`src/rtl/alu_cmd_issuer_if.sv`:
```
// Bundle of command, ALU-control and result handshake signals shared between
// the command issuer (slave side) and its upstream/ALU/downstream neighbours.
interface alu_cmd_issuer_if #(
  parameter int IN_WIDTH  = 5,
  parameter int OUT_WIDTH = 6
);
  logic                        cmd_valid;
  logic                        cmd_ready;
  logic signed [IN_WIDTH-1:0]  cmd_a;
  logic signed [IN_WIDTH-1:0]  cmd_b;
  logic                        cmd_a_en;
  logic                        cmd_b_en;
  logic [2:0]                  cmd_a_op;
  logic [1:0]                  cmd_b_op;

  logic signed [IN_WIDTH-1:0]  A;
  logic signed [IN_WIDTH-1:0]  B;
  logic                        a_en;
  logic                        b_en;
  logic [2:0]                  a_op;
  logic [1:0]                  b_op;
  logic                        ALU_en;
  logic [OUT_WIDTH-1:0]        C;

  logic                        res_valid;
  logic                        res_ready;
  logic [OUT_WIDTH-1:0]        res_data;
  logic [7:0]                  issued_cnt;

  modport master (
    output cmd_valid, cmd_a, cmd_b, cmd_a_en, cmd_b_en, cmd_a_op, cmd_b_op,
    output C, res_ready,
    input  cmd_ready, A, B, a_en, b_en, a_op, b_op, ALU_en,
    input  res_valid, res_data, issued_cnt
  );

  modport slave (
    input  cmd_valid, cmd_a, cmd_b, cmd_a_en, cmd_b_en, cmd_a_op, cmd_b_op,
    input  C, res_ready,
    output cmd_ready, A, B, a_en, b_en, a_op, b_op, ALU_en,
    output res_valid, res_data, issued_cnt
  );
endinterface

```
`src/rtl/alu_cmd_issuer.sv`:
```
// Queues ALU commands in a small FIFO and issues them one at a time:
// strobe the ALU, capture its result a cycle later, hold it until accepted.
module alu_cmd_issuer #(
  parameter int IN_WIDTH  = 5,
  parameter int OUT_WIDTH = 6,
  parameter int DEPTH     = 4
) (
  input  logic            clk,
  input  logic            rst_n,
  alu_cmd_issuer_if.slave bus
);

  localparam int PTR_W = $clog2(DEPTH);
  localparam int CNT_W = PTR_W + 1;

  typedef struct packed {
    logic signed [IN_WIDTH-1:0] a;
    logic signed [IN_WIDTH-1:0] b;
    logic                       a_en;
    logic                       b_en;
    logic [2:0]                 a_op;
    logic [1:0]                 b_op;
  } cmd_t;

  typedef enum logic [1:0] {
    IDLE,
    ISSUE,
    WAIT,
    HOLD
  } state_t;

  cmd_t                 mem_q [DEPTH];
  logic [PTR_W-1:0]     wr_ptr_q, wr_ptr_d;
  logic [PTR_W-1:0]     rd_ptr_q, rd_ptr_d;
  logic [CNT_W-1:0]     cnt_q, cnt_d;

  state_t               state_q;
  cmd_t                 cmd_q;
  logic                 alu_en_q;
  logic                 res_valid_q;
  logic [OUT_WIDTH-1:0] res_data_q;
  logic [7:0]           issued_cnt_q;

  logic                 push;
  logic                 pop;
  logic                 fifo_empty;
  cmd_t                 wr_entry;
  cmd_t                 head;

  assign fifo_empty    = (cnt_q == '0);
  assign bus.cmd_ready = (cnt_q != CNT_W'(DEPTH));
  assign head          = mem_q[rd_ptr_q];

  // A pop happens exactly when the FSM is about to enter ISSUE: from IDLE, or
  // straight out of HOLD on the result handshake.
  always_comb begin
    push = bus.cmd_valid && bus.cmd_ready;
    pop  = !fifo_empty &&
           ((state_q == IDLE) || ((state_q == HOLD) && bus.res_ready));

    wr_entry.a    = bus.cmd_a;
    wr_entry.b    = bus.cmd_b;
    wr_entry.a_en = bus.cmd_a_en;
    wr_entry.b_en = bus.cmd_b_en;
    wr_entry.a_op = bus.cmd_a_op;
    wr_entry.b_op = bus.cmd_b_op;
  end

  always_comb begin
    wr_ptr_d = wr_ptr_q;
    rd_ptr_d = rd_ptr_q;
    cnt_d    = cnt_q;
    if (push) wr_ptr_d = wr_ptr_q + PTR_W'(1);
    if (pop)  rd_ptr_d = rd_ptr_q + PTR_W'(1);
    case ({push, pop})
      2'b10:   cnt_d = cnt_q + CNT_W'(1);
      2'b01:   cnt_d = cnt_q - CNT_W'(1);
      default: cnt_d = cnt_q;
    endcase
  end

  always_ff @(posedge clk or negedge rst_n) begin
    if (!rst_n) begin
      wr_ptr_q <= '0;
      rd_ptr_q <= '0;
      cnt_q    <= '0;
      for (int i = 0; i < DEPTH; i++) mem_q[i] <= '0;
    end else begin
      wr_ptr_q <= wr_ptr_d;
      rd_ptr_q <= rd_ptr_d;
      cnt_q    <= cnt_d;
      if (push) mem_q[wr_ptr_q] <= wr_entry;
    end
  end

  // The ALU operand/control registers only load on a pop, so they keep the
  // last issued command through WAIT, HOLD and IDLE.
  always_ff @(posedge clk or negedge rst_n) begin
    if (!rst_n) begin
      state_q      <= IDLE;
      cmd_q        <= '0;
      alu_en_q     <= 1'b0;
      res_valid_q  <= 1'b0;
      res_data_q   <= '0;
      issued_cnt_q <= '0;
    end else begin
      case (state_q)
        IDLE: begin
          if (pop) begin
            cmd_q    <= head;
            alu_en_q <= 1'b1;
            state_q  <= ISSUE;
          end
        end
        ISSUE: begin
          alu_en_q <= 1'b0;
          state_q  <= WAIT;
        end
        WAIT: begin
          res_data_q  <= bus.C;
          res_valid_q <= 1'b1;
          state_q     <= HOLD;
        end
        HOLD: begin
          if (bus.res_ready) begin
            issued_cnt_q <= issued_cnt_q + 8'd1;
            res_valid_q  <= 1'b0;
            if (pop) begin
              cmd_q    <= head;
              alu_en_q <= 1'b1;
              state_q  <= ISSUE;
            end else begin
              state_q  <= IDLE;
            end
          end
        end
        default: state_q <= IDLE;
      endcase
    end
  end

  assign bus.A          = cmd_q.a;
  assign bus.B          = cmd_q.b;
  assign bus.a_en       = cmd_q.a_en;
  assign bus.b_en       = cmd_q.b_en;
  assign bus.a_op       = cmd_q.a_op;
  assign bus.b_op       = cmd_q.b_op;
  assign bus.ALU_en     = alu_en_q;
  assign bus.res_valid  = res_valid_q;
  assign bus.res_data   = res_data_q;
  assign bus.issued_cnt = issued_cnt_q;

endmodule
```
`src/flat_wrapper.sv`:
```
// flat-port wrapper written by rule: the top's interface ports become plain ports
module alu_cmd_issuer_flat 
#(
  parameter int IN_WIDTH  = 5,
  parameter int OUT_WIDTH = 6,
  parameter int DEPTH     = 4
)
  (clk, rst_n, bus_cmd_valid, bus_cmd_a, bus_cmd_b, bus_cmd_a_en, bus_cmd_b_en, bus_cmd_a_op, bus_cmd_b_op, bus_C, bus_res_ready, bus_cmd_ready, bus_A, bus_B, bus_a_en, bus_b_en, bus_a_op, bus_b_op, bus_ALU_en, bus_res_valid, bus_res_data, bus_issued_cnt);
  alu_cmd_issuer_if #(.IN_WIDTH(IN_WIDTH), .OUT_WIDTH(OUT_WIDTH)) bus_i ();
  input  logic clk;
  input  logic rst_n;
  input wire logic [$bits(bus_i.cmd_valid)-1:0] bus_cmd_valid;
  input wire logic [$bits(bus_i.cmd_a)-1:0] bus_cmd_a;
  input wire logic [$bits(bus_i.cmd_b)-1:0] bus_cmd_b;
  input wire logic [$bits(bus_i.cmd_a_en)-1:0] bus_cmd_a_en;
  input wire logic [$bits(bus_i.cmd_b_en)-1:0] bus_cmd_b_en;
  input wire logic [$bits(bus_i.cmd_a_op)-1:0] bus_cmd_a_op;
  input wire logic [$bits(bus_i.cmd_b_op)-1:0] bus_cmd_b_op;
  input wire logic [$bits(bus_i.C)-1:0] bus_C;
  input wire logic [$bits(bus_i.res_ready)-1:0] bus_res_ready;
  output wire logic [$bits(bus_i.cmd_ready)-1:0] bus_cmd_ready;
  output wire logic [$bits(bus_i.A)-1:0] bus_A;
  output wire logic [$bits(bus_i.B)-1:0] bus_B;
  output wire logic [$bits(bus_i.a_en)-1:0] bus_a_en;
  output wire logic [$bits(bus_i.b_en)-1:0] bus_b_en;
  output wire logic [$bits(bus_i.a_op)-1:0] bus_a_op;
  output wire logic [$bits(bus_i.b_op)-1:0] bus_b_op;
  output wire logic [$bits(bus_i.ALU_en)-1:0] bus_ALU_en;
  output wire logic [$bits(bus_i.res_valid)-1:0] bus_res_valid;
  output wire logic [$bits(bus_i.res_data)-1:0] bus_res_data;
  output wire logic [$bits(bus_i.issued_cnt)-1:0] bus_issued_cnt;
  assign bus_i.cmd_valid = bus_cmd_valid;
  assign bus_i.cmd_a = bus_cmd_a;
  assign bus_i.cmd_b = bus_cmd_b;
  assign bus_i.cmd_a_en = bus_cmd_a_en;
  assign bus_i.cmd_b_en = bus_cmd_b_en;
  assign bus_i.cmd_a_op = bus_cmd_a_op;
  assign bus_i.cmd_b_op = bus_cmd_b_op;
  assign bus_i.C = bus_C;
  assign bus_i.res_ready = bus_res_ready;
  assign bus_cmd_ready = bus_i.cmd_ready;
  assign bus_A = bus_i.A;
  assign bus_B = bus_i.B;
  assign bus_a_en = bus_i.a_en;
  assign bus_b_en = bus_i.b_en;
  assign bus_a_op = bus_i.a_op;
  assign bus_b_op = bus_i.b_op;
  assign bus_ALU_en = bus_i.ALU_en;
  assign bus_res_valid = bus_i.res_valid;
  assign bus_res_data = bus_i.res_data;
  assign bus_issued_cnt = bus_i.issued_cnt;
  alu_cmd_issuer #(.IN_WIDTH(IN_WIDTH), .OUT_WIDTH(OUT_WIDTH), .DEPTH(DEPTH)) u_core (.clk(clk), .rst_n(rst_n), .bus(bus_i));
endmodule
```
`config.mk`:
```
export PLATFORM = sky130hd
export DESIGN_NAME = alu_cmd_issuer_flat
export DESIGN_NICKNAME = d
export VERILOG_FILES = /design/src/rtl/alu_cmd_issuer_if.sv /design/src/rtl/alu_cmd_issuer.sv /design/src/flat_wrapper.sv
export SDC_FILE = /design/constraint.sdc
export NUM_CORES = 1
export LEC_CHECK = 0
export BUFFER_PORTS_ARGS = -buffer_cell sky130_fd_sc_hd__buf_2
export CORE_MARGIN = 2
export CORE_UTILIZATION = 58
export DETAILED_ROUTE_END_ITERATION = 6
export PLACE_DENSITY = 0.77
export SYNTH_ARGS = -nofsm -noshare
export SYNTH_HDL_FRONTEND = slang
export SYNTH_SLANG_ARGS = --single-unit
```
`constraint.sdc`:
```
create_clock -name clk -period 2.8 [get_ports clk]
set_input_delay 0.56 -clock clk [delete_from_list [all_inputs] [get_ports clk]]
set_output_delay 0.56 -clock clk [all_outputs]
set_load 0.02 [all_outputs]
```
==> results.json <==
{
  "status": "completed",
  "io_pins": 61,
  "pre_cts_ws_ps": 445.5,
  "n_antenna_cell": 0,
  "wl_per_cell_um": 17.32,
  "crit_slowest_cell": "or3b_1",
  "cp.arrival_ps": 2680,
  "clock-sinks": 110,
  "cts_setup_buffers": 0,
  "grt_pass1_vias": 2762,
  "yosys_warnings": 0,
  "grt_pass1_wl_mm": 13.67,
  "ant_nets": 0,
  "dr_total_vias": 2669,
  "dp_hpwl_mm": 5.460,
  "worstMarginPinSlew_ps": 914.0,
  "cts_hold_buf": 0,
  "ys_ff_latch": 110,
  "cap_violations": 0,
  "path_delay_family": "simple AND/OR/NAND/NOR gates",
  "report.final.setup_viol": 0,
  "drive_gt1_frac": 0.4247,
  "critical_path_required_ps": 3100,
  "critPathMostFrequentCell": "xor2_1",
  "synth_area_sq_mm": 0.004861,
  "seq_area_frac_synth": 0.5663,
  "viasPerCell": 5.595,
  "die_y_um": 95.55,
  "dr.pass1.iters": 4,
  "setup_ws_ps": 425.5,
  "worstPathCellList": "or3b_1 > nand2_1 > ha_1 > inv_1 > fa_1 > xor2_1 > nor2_1 > xor2_1",
  "cts_root_buf": "clkbuf_8",
  "whs_ps": 73.81,
  "clock_path_buffers": 2,
  "gp_congestion": 0.7970,
  "setup_tns_ps": 0,
  "core-area_sq_mm": 0.008175,
  "crit_buf_inv": 1,
  "grt_usage": 0.2023,
  "slew_headroom": 0.3907,
  "antenna_found_initial": 0,
  "grt_max_degree": 86,
  "slowest_delay_ps": 570,
  "crit_fanout": 6,
  "rsz0062_at_grt": "no",
  "ctsHtreeMaxLevel": 3,
  "io_buffer_count": 60,
  "period_minus_slack_ps": 2374,
  "postCtsResizedCells": 0,
  "rows": 33,
  "synth_area_per_cell_sq_um": 15.99,
  "numCtsBuffers": 9,
  "wl_mm": 8.264,
  "globalRouteOverflowTotal": 0,
  "clk_pin_slew_worst_paths_ps": 110,
  "die-area_sq_mm": 0.009129,
  "hold_violations": 0,
  "finalCritPeriodShare": 0.8480,
  "first_iter_violations": 71,
  "die_x_um": 95.55,
  "syn_inst": 304,
  "p_leak_nw": 2.434,
  "final-max-slew-violation-count": 0,
  "cts_tree": "built",
  "remaining_drc_errors": 0,
  "power_mw": 6.612,
  "syn-num-nets": 343,
  "max_freq_ghz": 0.4211,
  "vdd_drop_max_mv": 0.6965,
  "synth.distinct_cells": 35,
  "crit_path_end_kind": "register",
  "p_per_area_mw_per_mm2": 1217,
  "areaGrowthSynthToFinish_pct": 11.76,
  "initial_core_util": 0.5946,
  "crit_type": "register to register",
  "nets": 406,
  "hold_path_class": "primary input to asynchronous set/reset pin",
  "skew_ps": 15.40,
  "cp-start-kind": "register",
  "clk_latency_ps": 380
}
cell type report:
class | count | area (sq um)
Sequential cell | 110 | 2753
Fill cell | 598 | 2743
Multi-Input combinational cell | 173 | 1981
Timing Repair Buffer | 65 | 352.8
Tap cell | 105 | 131.4
Clock buffer | 9 | 123.9
Clock inverter | 7 | 61.31
Inverter | 8 | 30.03
registers in the layout (all words and copies together), names as in the netlist:
register,flops
u_core.cnt_q,3
u_core.mem_q,68
u_core.bus.B,5
u_core.bus.res_data,6
u_core.bus.issued_cnt,8
u_core.bus.b_op,2
u_core.rd_ptr_q,2
u_core.bus.a_op,3
u_core.state_q,2
u_core.bus.A,5
u_core.bus.a_en,1
u_core.wr_ptr_q,2
u_core.bus.b_en,1
u_core.bus.ALU_en,1
u_core.bus.res_valid,1
through the flow:
step | utilization | area, sq um | std cells
final | 0.6645 | 5433 | 477
after global routing | 0.6645 | 5433 | 477
after CTS | 0.6645 | 5433 | 477
after detailed placement | 0.6419 | 5248 | 461
after global placement | 0.6419 | 5248 | 461
after floorplan | - | 4861 | 304
metal layers:
metal / vias up / track usage / wire length, um
met2: 43 / 0.3368 / 4176
met1: 1389 / 0.2551 / 3626
met4: 0 / 0.05714 / 99
met3: 7 / 0.06561 / 362
met5: - / 0 / 0
li1: 1230 / - / -
synthesized netlist by cell type, drive strengths merged:
| cell | n | share of area |
|---|---|---|
| a22oi | 1 | 0.0015 |
| a2bb2oi | 1 | 0.0018 |
| buf | 11 | 0.019 |
| nand3 | 6 | 0.016 |
| nor2b | 1 | 0.0013 |
| o22ai | 1 | 0.0013 |
| a211o | 1 | 0.0018 |
| o21ai | 1 | 0.0010 |
| nand2b | 1 | 0.0013 |
| xor2 | 4 | 0.0072 |
| or3b | 1 | 0.0018 |
| nand4 | 3 | 0.0039 |
| nor3 | 2 | 0.0031 |
| nor4 | 1 | 0.0013 |
| nand2 | 4 | 0.0031 |
| nor2 | 5 | 0.0039 |
| clkbuf | 2 | 0.0015 |
| and4 | 1 | 0.0018 |
| nor3b | 1 | 0.0015 |
| xnor2 | 9 | 0.016 |
| a21oi | 3 | 0.0039 |
| mux4 | 17 | 0.079 |
| and3 | 2 | 0.0026 |
| mux2 | 94 | 0.22 |
| inv | 8 | 0.0062 |
| dfrtp | 110 | 0.57 |
| ha | 11 | 0.028 |
| o31a | 1 | 0.0018 |
| fa | 1 | 0.0041 |
logic make-up (layout without fill, tap and decap cells):
kind of cell	count (synthesis)	in the layout	synth area share
muxes	111	111	0.2965
DFF	110	110	0.5663
and+or+nand+nor	28	28	0.04196
buffers and inverters	21	89	0.02625
xor gates and xnor gates	13	13	0.02342
adders and majority gates	12	12	0.03243
AOI/OAI and AO/OA	9	9	0.01313
worst reg2reg max path, stage by stage (launching register included):
cell and delay, ps:
dfrtp_1 460, or3b_1 570, nand2_1 210, ha_1 200
inv_1 60, fa_1 380, xor2_1 150, nor2_1 110
xor2_1 160
report_power, final:
| part | switching [mW] | leakage (nW) | internal (mW) | total [mW] |
|---|---|---|---|---|
| logic | 1.27 | 1.03 | 1.54 | 2.81 |
| clock network | 0.580 | 0.0892 | 0.343 | 0.923 |
| registers | 0.487 | 1.31 | 2.39 | 2.88 |
| total | 2.34 | 2.43 | 4.27 | 6.61 |
final timing paths:
kind	start	endpoint	slack, ps	cells past startpoint
setup / recovery	u_core.cnt_q[0]$_DFFE_PN0P_	u_core.cnt_q[2]$_DFFE_PN0P_	430	8
hold / removal	rst_n	u_core.bus.B[3]$_DFFE_PN0P_	70	1
setup reg to reg	u_core.cnt_q[0]$_DFFE_PN0P_	u_core.cnt_q[2]$_DFFE_PN0P_	430	8
hold reg to reg	u_core.bus.issued_cnt[7]$_DFFE_PN0P_	u_core.bus.issued_cnt[7]$_DFFE_PN0P_	480	1
max in group asynchronous	rst_n	u_core.bus.A[0]$_DFFE_PN0P_	1970	2
min in group clk	bus_C[3]	u_core.bus.res_data[3]$_DFFE_PN0P_	410	2
cell usage in the layout, fill, tap and decap left out, types with 3 or more instances in the layout:
cell,instances
xnor2_1,9
xor2_1,4
mux4_2,17
clkbuf_8,9
ha_1,11
inv_6,4
nand2_1,4
nand4_1,3
inv_1,8
dfrtp_1,110
nor2_1,5
nand3_4,4
mux2_2,54
buf_2,59
mux2_1,40
buf_4,5
Power figures use the tool's default switching activity.
